**config.mk**
```make
export PLATFORM = sky130hd
export DESIGN_NAME = if_fetch_unit
export DESIGN_NICKNAME = d
export VERILOG_FILES = /design/src/rtl/if_fetch_unit.sv
export SDC_FILE = /design/constraint.sdc
export NUM_CORES = 1
export LEC_CHECK = 0
export ABC_AREA = 0
export BUFFER_PORTS_ARGS = -buffer_cell sky130_fd_sc_hd__clkbuf_2
export CORE_MARGIN = 2
export CORE_UTILIZATION = 40
export DETAILED_ROUTE_END_ITERATION = 16
export PLACE_DENSITY = 0.75
export REMOVE_ABC_BUFFERS = 1
export SETUP_SLACK_MARGIN = 0.05
export SYNTH_ARGS = -nofsm -noshare
export SYNTH_HDL_FRONTEND = slang
export SYNTH_SLANG_ARGS = --single-unit
```
**constraint.sdc**
```tcl
create_clock -name clk -period 7 [get_ports clk]
set_clock_uncertainty 0.2 [all_clocks]
set_input_delay 1.4 -clock clk [delete_from_list [all_inputs] [get_ports clk]]
set_output_delay 1.4 -clock clk [all_outputs]
set_load 0.01 [all_outputs]
```
**src/rtl/if_fetch_unit.sv**
```systemverilog
// if_fetch_unit: instruction-fetch control between the PC register and decode, with imem
// req/ack, a one-entry instruction buffer and redirect flush. Define IF_STALL_CNT_EN for stall_cnt.
module if_fetch_unit #(
  parameter int ADDR_W = 32,
  parameter int DATA_W = 32
) (
  input  logic              clk,
  input  logic              reset,
  input  logic [ADDR_W-1:0] pc_out,
  output logic [ADDR_W-1:0] pc_in,
  output logic              imem_req,
  output logic [ADDR_W-1:0] imem_addr,
  input  logic              imem_ack,
  input  logic [DATA_W-1:0] imem_rdata,
  input  logic              redirect_valid,
  input  logic [ADDR_W-1:0] redirect_target,
  output logic              inst_valid,
  input  logic              inst_ready,
  output logic [DATA_W-1:0] inst_data,
  output logic [ADDR_W-1:0] inst_pc
`ifdef IF_STALL_CNT_EN
  ,
  output logic [31:0]       stall_cnt
`endif
);

  localparam logic [1:0] ST_IDLE  = 2'd0;
  localparam logic [1:0] ST_FETCH = 2'd1;
  localparam logic [1:0] ST_FULL  = 2'd2;
  localparam logic [1:0] ST_DRAIN = 2'd3;

  function automatic logic [ADDR_W-1:0] align_word(input logic [ADDR_W-1:0] addr);
    return {addr[ADDR_W-1:2], 2'b00};
  endfunction

  // Wraps modulo 2^ADDR_W by construction of the fixed-width sum.
  function automatic logic [ADDR_W-1:0] pc_plus4(input logic [ADDR_W-1:0] pc);
    return pc + ADDR_W'(32'd4);
  endfunction

  logic [1:0]        state_q, state_d;
  logic              imem_req_q, imem_req_d;
  logic              inst_valid_q, inst_valid_d;
  logic [DATA_W-1:0] inst_data_q, inst_data_d;
  logic [ADDR_W-1:0] inst_pc_q, inst_pc_d;
  logic              fetch_accept_s;
  logic              unused_target_lsb_s;

  assign unused_target_lsb_s = ^redirect_target[1:0];

  assign fetch_accept_s = (state_q == ST_FETCH) && imem_ack && !redirect_valid;

  // Next-state selection; a redirect overrides every other event.
  always_comb begin
    state_d = state_q;
    case (state_q)
      ST_IDLE: begin
        state_d = ST_FETCH;
      end
      ST_FETCH: begin
        if (redirect_valid) begin
          state_d = imem_ack ? ST_FETCH : ST_DRAIN;
        end else if (imem_ack) begin
          state_d = ST_FULL;
        end else begin
          state_d = ST_FETCH;
        end
      end
      ST_FULL: begin
        if (redirect_valid || inst_ready) begin
          state_d = ST_FETCH;
        end else begin
          state_d = ST_FULL;
        end
      end
      ST_DRAIN: begin
        if (redirect_valid || imem_ack) begin
          state_d = ST_FETCH;
        end else begin
          state_d = ST_DRAIN;
        end
      end
      default: begin
        state_d = ST_IDLE;
      end
    endcase
  end

  // Output register next values, derived from where the FSM lands.
  always_comb begin
    imem_req_d   = (state_d == ST_FETCH) || (state_d == ST_DRAIN);
    inst_valid_d = (state_d == ST_FULL);
    inst_data_d  = inst_data_q;
    inst_pc_d    = inst_pc_q;
    if (fetch_accept_s) begin
      inst_data_d = imem_rdata;
      inst_pc_d   = pc_out;
    end else begin
      inst_data_d = inst_data_q;
      inst_pc_d   = inst_pc_q;
    end
  end

  // The PC moves only on an accepted fetch or a redirect; otherwise it holds.
  always_comb begin
    pc_in = pc_out;
    if (redirect_valid) begin
      pc_in = align_word(redirect_target);
    end else if (fetch_accept_s) begin
      pc_in = pc_plus4(pc_out);
    end else begin
      pc_in = pc_out;
    end
  end

  assign imem_addr = pc_out;

  // FSM and registered outputs.
  always_ff @(posedge clk or posedge reset) begin
    if (reset) begin
      state_q      <= ST_IDLE;
      imem_req_q   <= 1'b0;
      inst_valid_q <= 1'b0;
      inst_data_q  <= '0;
      inst_pc_q    <= '0;
    end else begin
      state_q      <= state_d;
      imem_req_q   <= imem_req_d;
      inst_valid_q <= inst_valid_d;
      inst_data_q  <= inst_data_d;
      inst_pc_q    <= inst_pc_d;
    end
  end

  assign imem_req   = imem_req_q;
  assign inst_valid = inst_valid_q;
  assign inst_data  = inst_data_q;
  assign inst_pc    = inst_pc_q;

`ifdef IF_STALL_CNT_EN
  logic [31:0] stall_cnt_q, stall_cnt_d;

  // Saturating count of cycles spent waiting on an outstanding request.
  always_comb begin
    stall_cnt_d = stall_cnt_q;
    if (imem_req_q && !imem_ack && (stall_cnt_q != 32'hFFFF_FFFF)) begin
      stall_cnt_d = stall_cnt_q + 32'd1;
    end else begin
      stall_cnt_d = stall_cnt_q;
    end
  end

  // Stall counter register; cleared only by reset.
  always_ff @(posedge clk or posedge reset) begin
    if (reset) begin
      stall_cnt_q <= 32'd0;
    end else begin
      stall_cnt_q <= stall_cnt_d;
    end
  end

  assign stall_cnt = stall_cnt_q;
`endif

endmodule

```
==> metrics.md <==
| Metric | Value |
|---|---|
| Run status | finished, final reports clean |
| Die area | between 10000 and 15000 µm² |
| DRT antenna net count | 0 |
| Placed cell area | ~4800 µm² |
| Worst-Margin Slew | ~870 ps |
| Final HPWL DP | just under 8 mm |
| Largest net degree at the start of global routing | 69 |
| P&R area growth vs syn | 31.6% |
| Logic pwr share | 33.1% |
| DRT iter0 DRCs | just under 90 |
| Synth area leaders | dfrtp_1 44%, mux2_2 19%, buf_4 6.3%, a31oi_1 3.3%, o21ai_0 2.5% |
| Total Power | approximately 1.5 mW |
| Final nets | approximately 650 |
| Period utilization | between 70 and 80% |
| Static leakage | between 2 and 2.5 nW |
| Fin area | ~5000 µm² |
| Root Driver | clkbuf_8 |
| Total Routing Usage GR | between 10% and 20% |
| Clock latency on the worst-skew pair | 330 ps |
| Layout cells sized above 1 | around 58% |
| Commonest cells in the netlist | 67 x dfrtp_1, 65 x mux2_2, 32 x buf_4 |
| TritonCTS clock tree | built |
| Die height | 102 µm |
| CTS Buffer Depth | 2 |
| Area of the multi-input gates | approximately 1800 µm² |
| CP dominant cell by count | clkbuf_2 |
| Register Area | 1680 µm² |
| Final wirelength | 10.2 mm |
| Post-CTS sizing | 0 |
| Slew Viols, Final | 0 |
| GPL Wtd Cong | about 0.8 |
| Quantity of hold-fixing buffers added after cts | 0 |
| # clock sinks | 67 |
| Setup TNS | 0 ps |
| Worst-path clk slew | ~80 ps |
| Vias | roughly 3500 |
| Endpoints failing setup | 0 |
| Top Ports | about 230 |
| Fmax | 0.193 GHz |
| Clock share of power | 26.7% |
| H-Tree Depth | 3 |
| Final min period | ~5200 ps |
| Worst setup EP type | primary output |
| CP Launch Type | input pin |
| Sw Ratio | between 30% and 40% |
| Post-synthesis cell count | 359 |
| Wire per inst | roughly 15 µm |
| Worst Path Required | between 5000 and 6000 ps |
| Flop pwr share | between 40% and 50% |
| Main synth FF type | dfrtp_1 |
| # rows | 35 |
| Count of cell types in the netlist | 34 |
| Finished Core Util | 54.4% |
| Setup Buffers After CTS | 0 |
| # DRC | 0 |
| IR drop worst, VDD | about 0.00015 V |
| CP max-delay cell | buf_4 |
| Critical Path AT | 3590 ps |
| YS warnings | 0 |
| Number of global-route vias before repair | approximately 3300 |
| Max_cap viols | 0 |
| Max incr delay on CP | between 600 and 700 ps |
| Unrepaired setup endpoints after global routing | no |
| Antenna cell count | 0 |
| Antenna violations before repair | 0 |
| First-pass GRT wire length | between 15 and 20 mm |
| Post-synthesis sequential area ratio | approximately 44% |
| Total gr overflow | 0 |
| Die Wd | about 100 µm |
| Final Hold Fails | 0 |
| Largest area contributor in the netlist | dfrtp_1 |
| Post-DR vias/cell | between 5 and 6 |
| Synth top area share | 43.7% |
| Pwr/cell area | 290 nW/µm² |
| Worst rel slew slack | between 40% and 50% |
| Class of the worst hold path | flop to flop |
| Worst-path cell chain | clkbuf_2 > and4bb_4 > buf_4 > nand3_1 > xor2_1 > o21ai_0 > clkbuf_2 |
| Critical path class | input pin to primary output |
| FFs w/ async S/R, synth | between 90% and 100% |
| Starting Density | a little over 40% |
| Fillers | roughly 860 |
| Internal power | between 1 and 1.5 mW |
| Drt first pass iters | 4 |
| Synth Cell Area | 3830 µm² |
| Number of synthesized flops with an enable pin | 0 |
| Hold slack final | between 300 and 400 ps |
| Core box area | ~9300 µm² |
| Flops & latches, synth | 67 |
| Crit Path Max Fanout | 68 |
| Port Buffers | 228 |
| Synthesized area per cell | between 10 and 15 µm² |
| Inserted Clock Buffers | 9 |
| Most frequent cell after synthesis | dfrtp_1 |
| Psw | between 0.4 and 0.5 mW |
[layout by cell type (no fill, tap or decap)]
cell type,Yosys,layout
and4bb_4,0,1
and2_1,3,3
clkinvlp_4,0,1
a31oi_1,20,20
and3_1,3,3
or3b_2,1,1
clkinv_4,0,2
bufinv_16,0,3
inv_1,6,5
or4_1,11,11
nor4b_1,1,1
xor2_1,6,6
buf_4,32,3
a22o_1,1,1
nand4_2,1,1
and3b_1,1,1
mux2_2,65,65
inv_2,0,1
nand3_1,12,12
mux2i_1,1,1
a21o_1,1,1
ha_1,3,3
o31ai_1,10,10
nor4_1,1,1
nor2b_1,4,4
o21ai_0,19,19
clkbuf_2,0,228
clkbuf_8,0,9
nand4_4,2,2
nor2_1,20,20
and4_1,5,5
o311ai_0,1,1
nand2_1,18,18
nand4_1,10,10
or3_1,9,9
dfrtp_1,67,67
xnor2_1,2,2
[per-layer routing]
layer	wire length, µm	vias to the layer above	share of wire (%)	track usage [%]
met3	663	10	6.5	5.06
met1	4120	1675	40	22.5
li1	-	1666	-	-
met2	5280	131	52	35.1
met4	104	0	1.0	6.36
met5	0	-	0	0
[worst max-delay path: cells and delay by family]
family / cells / cell delay, ps
buffers and inverters: 3 / 1130
and+or+nand+nor: 2 / 660
xor gates and xnor gates: 1 / 190
AOI/OAI and AO/OA: 1 / 180
[logic make-up after synthesis]
logic type / Yosys count / share of synthesized area, %
simple gates: 103 / 15.9
flops: 67 / 43.7
mux: 66 / 19.3
buf+inv: 60 / 9.85
compound gates: 52 / 8.35
xor+xnor: 8 / 1.83
fa+ha+maj: 3 / 0.979
[path summary, 6_finish.rpt]
path | cells after the start | slack [ps] | to | start
max | 7 | 1810 | pc_in[8] | redirect_valid
min | 1 | 310 | inst_pc[19] | inst_pc[19]
max reg2reg | 3 | 4710 | inst_pc[30] | state_q[1]
min reg2reg | 1 | 310 | inst_pc[19] | inst_pc[19]
max in group asynchronous | 3 | 4980 | inst_data[30] | reset
min in group asynchronous | 3 | 1100 | inst_pc[12] | reset
[area by class of cell]
type | count | area share [%]
clock buffer | 9 | 2.45
clock inverter | 6 | 2.28
inverter | 6 | 0.446
timing repair buffer | 231 | 23.1
multi-input combinational | 232 | 35.3
sequential | 67 | 33.2
tap | 129 | 3.20
[sequential cells by signal, indices dropped and copies added, names as in the netlist]
register / cells
inst_data: 32
inst_pc: 32
inst_valid: 1
state_q: 2
[through the flow]
| step | worst slack [ps] | instances |
|---|---|---|
| 5_1_grt | 1560 | 680 |
| 3_3_place_gp | 1870 | 665 |
| 2_1_floorplan | 737 | 305 |
| 3_5_place_dp | 1770 | 665 |
| 6_report | 1810 | 680 |
| 4_1_cts | 1770 | 680 |
[power by group through the flow]
stage          clock network, mW  registers [mW]  logic [mW]
2_1_floorplan                  0           0.655       0.184
3_3_place_gp                   0           0.588       0.481
3_5_place_dp                   0           0.598       0.492
4_1_cts                    0.403           0.591       0.493
5_1_grt                    0.422           0.607       0.526
6_report                   0.390           0.590       0.485
Power figures use the tool's default switching activity.
